File: config.mk
export PLATFORM = sky130hd
export DESIGN_NAME = audio_i2s_tx
export DESIGN_NICKNAME = d
export VERILOG_FILES = /design/src/rtl/audio_i2s_tx.sv
export SDC_FILE = /design/constraint.sdc
export NUM_CORES = 1
export LEC_CHECK = 0
export CAP_MARGIN = 25
export CORE_UTILIZATION = 35
export DETAILED_ROUTE_END_ITERATION = 10
export PLACE_DENSITY_LB_ADDON = 0.12
export SLEW_MARGIN = 0
export SYNTH_ARGS = -nofsm -noshare
export SYNTH_HDL_FRONTEND = slang
export SYNTH_SLANG_ARGS = --single-unit
File: constraint.sdc
create_clock -name sCLK_XVXENVS -period 6.2 [get_ports sCLK_XVXENVS]
set_input_delay 1.55 -clock sCLK_XVXENVS [delete_from_list [all_inputs] [get_ports sCLK_XVXENVS]]
set_output_delay 1.55 -clock sCLK_XVXENVS [all_outputs]
set_load 0.03 [all_outputs]
File: src/rtl/audio_i2s_tx.sv
// Purpose : stereo I2S transmitter; single-entry sample holding buffer, internally divided BCLK/LRCK,
//           MSB-first serialisation one BCLK after each LRCK edge, repeats last frame when starved.
// Latency : sample_valid -> MSB on oAUD_DACDAT between 2*BCLK_DIV cycles and one frame + 2*BCLK_DIV cycles.
// Backpressure: none; a second sample before the next frame load overwrites the held one (overrun pulse),
//               a frame load with nothing held resends the previous frame (underrun pulse).
//
// Ports:
//   sCLK_XVXENVS  in   engine clock, all logic on posedge
//   iRST_N        in   asynchronous active-low reset
//   lsound_in     in   left sample (two's complement), captured on sample_valid
//   rsound_in     in   right sample (two's complement), captured on sample_valid
//   sample_valid  in   one-cycle strobe
//   oAUD_BCLK     out  bit clock, 2*BCLK_DIV clk cycles per period
//   oAUD_DACLRCK  out  word select, 0 = left slot
//   oAUD_DACDAT   out  serial data, changes with the falling BCLK
//   frame_start   out  one-cycle pulse on each frame load
//   overrun       out  one-cycle pulse, the cycle after a held sample was overwritten
//   underrun      out  one-cycle pulse on a frame load that repeats the previous frame

`ifdef _24BitAudio
`define AUDIO_I2S_TX_DEF_DW 24
`else
`define AUDIO_I2S_TX_DEF_DW 16
`endif

module audio_i2s_tx #(
    parameter int DATA_WIDTH = `AUDIO_I2S_TX_DEF_DW,
    parameter int SLOT_WIDTH = 32,
    parameter int BCLK_DIV   = 4
) (
    input  logic                  sCLK_XVXENVS,
    input  logic                  iRST_N,
    input  logic [DATA_WIDTH-1:0] lsound_in,
    input  logic [DATA_WIDTH-1:0] rsound_in,
    input  logic                  sample_valid,
    output logic                  oAUD_BCLK,
    output logic                  oAUD_DACLRCK,
    output logic                  oAUD_DACDAT,
    output logic                  frame_start,
    output logic                  overrun,
    output logic                  underrun
);

    // Bit-position counter spans both slots of a frame.
    localparam int PW = $clog2(2 * SLOT_WIDTH);
    // Divider counter width; a BCLK_DIV of 2 still needs one bit.
    localparam int CW = (BCLK_DIV > 2) ? $clog2(BCLK_DIV) : 1;

    localparam logic [PW-1:0] P_LAST    = PW'(2 * SLOT_WIDTH - 1);
    localparam logic [PW-1:0] P_SLOT    = PW'(SLOT_WIDTH);
    localparam logic [PW-1:0] P_L_FIRST = PW'(1);
    localparam logic [PW-1:0] P_L_LAST  = PW'(DATA_WIDTH);
    localparam logic [PW-1:0] P_R_FIRST = PW'(SLOT_WIDTH + 1);
    localparam logic [PW-1:0] P_R_LAST  = PW'(SLOT_WIDTH + DATA_WIDTH);
    localparam logic [CW-1:0] DIV_LAST  = CW'(BCLK_DIV - 1);

    typedef enum logic {
        BUF_EMPTY = 1'b0,
        BUF_FULL  = 1'b1
    } buf_state_t;

    // Clock generation and bit position
    logic [CW-1:0]         r_div_cnt;
    logic                  r_bclk;
    logic [PW-1:0]         r_p;

    // Holding buffer
    buf_state_t            r_state;
    logic [DATA_WIDTH-1:0] r_buf_l;
    logic [DATA_WIDTH-1:0] r_buf_r;

    // Frame currently on the wire (kept whole so a starved load can resend it)
    logic [DATA_WIDTH-1:0] r_frm_l;
    logic [DATA_WIDTH-1:0] r_frm_r;

    // Working shift registers, reloaded from the frame at every load
    logic [DATA_WIDTH-1:0] r_sh_l;
    logic [DATA_WIDTH-1:0] r_sh_r;

    // Registered outputs
    logic                  r_lrck;
    logic                  r_dat;
    logic                  r_frame_start;
    logic                  r_overrun;
    logic                  r_underrun;

    logic                  w_wrap;
    logic                  w_fall;
    logic [PW-1:0]         w_p_next;
    logic                  w_load;
    logic                  w_left_bit;
    logic                  w_right_bit;

    assign w_wrap      = (r_div_cnt == DIV_LAST);
    // A fall is the divider wrap while BCLK is currently high.
    assign w_fall      = w_wrap && r_bclk;
    assign w_p_next    = (r_p == P_LAST) ? '0 : (r_p + PW'(1));
    assign w_load      = w_fall && (w_p_next == '0);
    assign w_left_bit  = (w_p_next >= P_L_FIRST) && (w_p_next <= P_L_LAST);
    assign w_right_bit = (w_p_next >= P_R_FIRST) && (w_p_next <= P_R_LAST);

    always_ff @(posedge sCLK_XVXENVS or negedge iRST_N) begin
        if (!iRST_N) begin
            r_div_cnt     <= '0;
            r_bclk        <= 1'b0;
            r_p           <= P_LAST;
            r_state       <= BUF_EMPTY;
            r_buf_l       <= '0;
            r_buf_r       <= '0;
            r_frm_l       <= '0;
            r_frm_r       <= '0;
            r_sh_l        <= '0;
            r_sh_r        <= '0;
            r_lrck        <= 1'b0;
            r_dat         <= 1'b0;
            r_frame_start <= 1'b0;
            r_overrun     <= 1'b0;
            r_underrun    <= 1'b0;
        end else begin
            // Pulses are single-cycle by default.
            r_frame_start <= 1'b0;
            r_overrun     <= 1'b0;
            r_underrun    <= 1'b0;

            // BCLK divider
            if (w_wrap) begin
                r_div_cnt <= '0;
                r_bclk    <= ~r_bclk;
            end else begin
                r_div_cnt <= r_div_cnt + CW'(1);
            end

            // Serial side: LRCK and data move only on the falling BCLK,
            // so the DAC sees them stable at the following rise.
            if (w_fall) begin
                r_p    <= w_p_next;
                r_lrck <= (w_p_next >= P_SLOT);
                if (w_left_bit) begin
                    r_dat  <= r_sh_l[DATA_WIDTH-1];
                    r_sh_l <= {r_sh_l[DATA_WIDTH-2:0], 1'b0};
                end else if (w_right_bit) begin
                    r_dat  <= r_sh_r[DATA_WIDTH-1];
                    r_sh_r <= {r_sh_r[DATA_WIDTH-2:0], 1'b0};
                end else begin
                    r_dat  <= 1'b0;
                end
            end

            // Holding buffer and frame load
            if (w_load) begin
                r_frame_start <= 1'b1;
                case (r_state)
                    BUF_FULL: begin
                        r_frm_l <= r_buf_l;
                        r_frm_r <= r_buf_r;
                        r_sh_l  <= r_buf_l;
                        r_sh_r  <= r_buf_r;
                        // A strobe on the load cycle refills the buffer the load just drained.
                        if (sample_valid) begin
                            r_buf_l <= lsound_in;
                            r_buf_r <= rsound_in;
                        end else begin
                            r_state <= BUF_EMPTY;
                        end
                    end
                    default: begin
                        if (sample_valid) begin
                            // Sample arriving exactly at the load bypasses the buffer.
                            r_frm_l <= lsound_in;
                            r_frm_r <= rsound_in;
                            r_sh_l  <= lsound_in;
                            r_sh_r  <= rsound_in;
                        end else begin
                            // Starved: resend the previous frame.
                            r_sh_l     <= r_frm_l;
                            r_sh_r     <= r_frm_r;
                            r_underrun <= 1'b1;
                        end
                    end
                endcase
            end else if (sample_valid) begin
                r_buf_l <= lsound_in;
                r_buf_r <= rsound_in;
                r_state <= BUF_FULL;
                if (r_state == BUF_FULL) begin
                    r_overrun <= 1'b1;
                end
            end
        end
    end

    assign oAUD_BCLK    = r_bclk;
    assign oAUD_DACLRCK = r_lrck;
    assign oAUD_DACDAT  = r_dat;
    assign frame_start  = r_frame_start;
    assign overrun      = r_overrun;
    assign underrun     = r_underrun;

endmodule

`undef AUDIO_I2S_TX_DEF_DW

Word-level counts from Yosys, hierarchy flattened
Cells that the tools add are included.
{ "word_totals": {"register_bits": 111, "in_bits": 35, "output_inout_bits": 6, "word_cells": 70} }
{ "classes": {"addsub": 2, "magnitude_cmp": 5, "eq_ne": 4, "n_mux": 32, "bitwise_logic": 1, "reduce_logical": 11} }
{ "ops": {"columns": ["op", "count"], "rows": [
  ["two-way mux 16 bit", 17],
  ["two-way mux 1 bit", 13],
  [">= comparator 6 bit (second input constant)", 2],
  ["nonzero test 2 bit", 4],
  ["adder 6 x 1 -> 6 bit (second input constant)", 1],
  ["== test 6 bit (second input constant)", 1],
  [">= comparator 6 x 1 -> 1 bit (second input constant)", 1],
  ["<= comparator 6 x 5 -> 1 bit (second input constant)", 1],
  ["<= comparator 6 bit (second input constant)", 1],
  ["logical NOT 6 bit", 1],
  ["two-way mux 6 bit", 1],
  ["logical AND 1 bit", 4],
  ["inequality test 2 bit (second input constant)", 2],
  ["AND reduction 3 bit", 1],
  ["adder 2 x 1 -> 2 bit (second input constant)", 1],
  ["== test 2 bit (second input constant)", 1],
  ["two-way mux 2 bit", 1],
  ["AND reduction 2 bit", 1],
  ["NOT 1 bit", 1]
]} }

Longest topological paths before layout
{ "logic_depth": {"ltp_word": 8, "ltp_mapped": 9, "mapped_depth_nobuf": 7} }

Least setup slack after synthesis
No wires, ideal clock.
{ "synth_timing": {"path_kind": "input to register", "startpoint": "input sample_valid", "endpoint": "register r_sh_r[11]", "setup_ns": 0.124, "arrival_ns": 2.858, "t_required_ns": 6.076, "path_slack_ns": 3.219, "stages": 7, "path_buffers": 2, "path_cell_list": "buf_2 buf_1 mux2i_1 nor2_1 a21oi_1 nor2_1 a211o_1"} }
{ "synth_via": {"elab_chain_len": 3} }
{ "synth_rtl": {"columns": ["element", "line", "source"], "rows": [
  ["start, declared", "35", "input logic sample_valid,"],
  ["two-way mux 16 bit (2 in a row)", null, null],
  ["two-way mux 16 bit", "150", "if (w_load) begin"],
  ["end signal, assigned", "143", "r_sh_r <= {r_sh_r[DATA_WIDTH-2:0], 1'b0};"],
  ["end signal, assigned", "157", "r_sh_r <= r_buf_r;"],
  ["end signal, assigned", "172", "r_sh_r <= rsound_in;"],
  ["end, declared", "78", "logic [DATA_WIDTH-1:0] r_sh_r;"]
]} }
Every way passes these cells.
A chain may end at the register's enable or synchronous reset.

Worst setup path in the final report
{ "layout_timing": {"startpoint": "register r_p[0]", "endpoint": "register r_buf_l[15]"} }
{ "layout_via": {"elab_chain_len": 5, "elab_cells_between_ends": 7, "cone_classes": "add/sub (1); eq/ne (2); mux (2); reduce/logical (2)"} }
{ "layout_rtl": {"columns": ["element", "line", "source"], "rows": [
  ["start, declared", "65", "logic [PW-1:0] r_p;"],
  ["start signal, assigned", "136", "r_p <= w_p_next;"],
  ["adder 6 x 1 -> 6 bit or == test 6 bit (tied branches)", "97", "assign w_p_next = (r_p == P_LAST) ? '0 : (r_p + PW'(1));"],
  ["two-way mux 6 bit *", "97", null],
  ["logical NOT 6 bit *", "98", "assign w_load = w_fall && (w_p_next == '0);"],
  ["logical AND 1 bit *", "98", null],
  ["inequality test 2 bit (no line) or two-way mux 16 bit (tied branches)", null, null],
  ["end signal, assigned", "160", "r_buf_l <= lsound_in;"],
  ["end signal, assigned", "182", "r_buf_l <= lsound_in;"],
  ["end, declared", "69", "logic [DATA_WIDTH-1:0] r_buf_l;"]
]} }
Mark *: on every way between the ends. The rest lies on a longest branch, timed or not.

==> run summary <==
Run status: completed
Total core area: 0.0158 mm^2
Number of synthesized flops with an enable pin: 0
Cell area after layout: 0.00646 mm^2
Mapped Area: 0.00563 mm^2
Clk slew on worst S/H paths: 0.07 ns
Ys flop type: dfrtp_1
Post-CTS setup buffer count: 0
Leakage: 3.02 nW
Ant. Diodes: 0
Grt met2 use: 24.5%
Global routing usage on met3: 4.16%
Synth-to-Final Area Change: 14.7%
Dominant cells by area after synthesis: dfrtp_1 (47%), mux2i_1 (8.5%), mux2_4 (7.2%)
Die Ht: 129 um
Worst hold slack: 0.438 ns
Placed cells: 736
Slew Limit Fails: 0
Rel. slew slack: 40.5%
DR iter-0 viols: 244
Layout Nets: 571
Placement Rows: 46
Clock period minus worst slack: 3.40 ns
Seq/Total Area, Yosys: 49.4%
CP Capture Type: register
Synth Instances: 510
RePlAce Congestion: 0.828
Fraction of layout cells with a size suffix above 1: 16.2%
FMAX: 0.294 GHz
Clock Tree Root: clkbuf_16
Largest net degree at the start of global routing: 77
Yosys top cell area share: 46.6%
Maximum root-to-sink buffer count: 2
Mapped Nets: 549
Worst Path Max Fanout: 73
Vias per inst: 4.87
Skew final: 0.0134 ns
Grt total ovfl: 0
WL final: 11.4 mm
Worst setup path category: reg2reg
Die X: 129 um
Non-filler cells in the finished layout: 753
Residual DRC: 0
Most crowded layer after global routing: met2
Clock latency on the worst-skew pair: 0.36 ns
Vias post-DR: 3669
Dpl hpwl: 7.05 mm
Initial DRT Pass Iterations: 4
HP Class: reg2reg
Post-Syn Area per Cell: 11.0 um^2
Peak VDD IR: 0.000126 V
Port Buffers: 40
Cell variety after synth: 51
Post_cts resized: 0
Unrepaired setup endpoints after global routing: no
TritonCTS clock tree: yes
Fillcell total: 1559
Initial antenna violation count: 0
Yosys top cell by area: dfrtp_1
Die area: 0.0166 mm^2
Pwr dens: 232 mW/mm^2
Placed cell areas: 0.00614 mm^2
I/O pins: 41
Initial core utilization: 35.7%
Maxcap violations: 0
Gr usage total: 15.2%
CTS sink cnt: 111
Setup TNS Final: 0 ns
CTS Buf Count: 9
Critical Path RT: 6.44 ns
Flop and latch count out of synthesis: 111
Finish-stage setup viols: 0
M1 GR Usage: 20.1%
Crit path launch type: register
FFs w/ async S/R, synth: 100%
DR WL/cell: 15.1 um
Tcrit/Tclk final: 54.8%
Least-Margin Pin Slew: 0.893 ns
Crit path DAT: 3.63 ns
Warning count from the yosys run: 0
Post-CTS Hold Buffers: 0
First-pass GRT wire length: 19.2 mm
Final hold vios: 0
Final ANT Viol Nets: 0
Vias in the first global route: 3735
H-tree depth: 3
placed cells by master (no fill, tap or decap), types with 3 or more instances in the layout:
cell type and instances:
a211o_1 14, clkdlybuf4s50_1 38, a21oi_1 36, nor2_1 59, mux2_4 27, a21o_1 16, clkbuf_16 9, ha_1 4
a211oi_1 14, buf_4 5, clkinvlp_4 3, nand3_1 5, mux2i_1 48, mux2_2 18, and3_1 4, mux2_1 3
o21ai_0 20, dfrtp_1 104, xor2_1 3, dfstp_2 6, inv_1 31, nand2_1 30
per-layer routing:
metal	vias up	wire (um)
met2	56	5120
met4	0	137
li1	1812	-
met1	1791	5680
met3	10	450
met5	-	0
report_power, final:
part | switching [mW] | internal [mW] | leakage [nW] | total (mW)
registers | 0.0181 | 0.756 | 1.32 | 0.774
logic | 0.0565 | 0.0777 | 1.56 | 0.134
clock network | 0.274 | 0.314 | 0.138 | 0.588
worst paths after layout:
| check | depth (start not counted) | endpoint | from | slack (ns) |
|---|---|---|---|---|
| max | 8 | r_buf_l[15] | r_p[0] | 2.80 |
| min | 1 | r_div_cnt[0] | r_div_cnt[0] | 0.44 |
| max reg2reg | 8 | r_buf_l[15] | r_p[0] | 2.80 |
| min reg2reg | 1 | r_div_cnt[0] | r_div_cnt[0] | 0.44 |
| max in group asynchronous | 3 | r_state | iRST_N | 3.97 |
| min in group asynchronous | 1 | r_frm_l[8] | iRST_N | 1.11 |
state kept, by name (all words and copies together), names as in the netlist:
name          count
r_frm_l          16
r_p               6
r_buf_l          16
frame_start       1
r_sh_l           16
r_sh_r           16
overrun           1
oAUD_BCLK         1
oAUD_DACLRCK      1
r_frm_r          16
r_state           1
r_div_cnt         2
r_buf_r          16
underrun          1
oAUD_DACDAT       1
worst max-delay path, stage by stage, from the launching register on:
cell and delay [ns]:
dfstp_2 0.62, ha_1 0.34, nand3_1 0.17, a21oi_1 0.30, o2111ai_4 0.15, buf_4 0.38, o21ai_4 0.36, buf_4 0.52
mux2_2 0.40
cells by family (layout without fill, tap and decap cells):
| logic type | after synthesis | after routing | share of synthesized area, % |
|---|---|---|---|
| compound gates | 115 | 115 | 14.2 |
| xor+xnor | 6 | 6 | 1.07 |
| flops | 111 | 111 | 49.4 |
| mux | 96 | 96 | 19.9 |
| fa+ha+maj | 5 | 5 | 1.07 |
| buf+inv | 67 | 94 | 5.89 |
| simple gates | 110 | 110 | 8.40 |
cell usage after synthesis (2+ instances only):
master / number
buf_2: 7
xor2_1: 3
mux2i_1: 48
a21o_1: 16
mux2_1: 3
o21ai_0: 20
buf_6: 7
dfrtp_1: 105
nand3_1: 5
and2_1: 2
nor2_1: 59
a211oi_1: 14
mux2_4: 27
dfstp_2: 6
ha_1: 4
mux2_2: 18
and3_1: 4
a211o_1: 14
nand4_1: 2
inv_1: 31
buf_4: 5
a21oi_1: 36
xnor2_1: 2
clkbuf_1: 15
nand2_1: 30
o31ai_1: 2
area by class of cell:
type	count	area, um^2	share of cell area (%)
Sequential cell	111	2790	43.1
Multi-Input combinational cell	332	2520	39.0
Timing Repair Buffer	46	470	7.28
Clock buffer	9	225	3.49
Inverter	32	120	1.86
Clock inverter	7	71.3	1.10
Tap cell	216	270	4.18
metrics by stage:
| stage | utilization (%) | power (mW) | worst slack (ns) |
|---|---|---|---|
| global route | 41.0 | 1.56 | 2.59 |
| global placement | 38.8 | 0.918 | 2.61 |
| detailed placement | 38.9 | 0.922 | 2.79 |
| finish | 41.0 | 1.50 | 2.80 |
| floorplan | - | 0.864 | 3.22 |
| CTS | 40.8 | 1.52 | 2.79 |
Power figures use the tool's default switching activity.
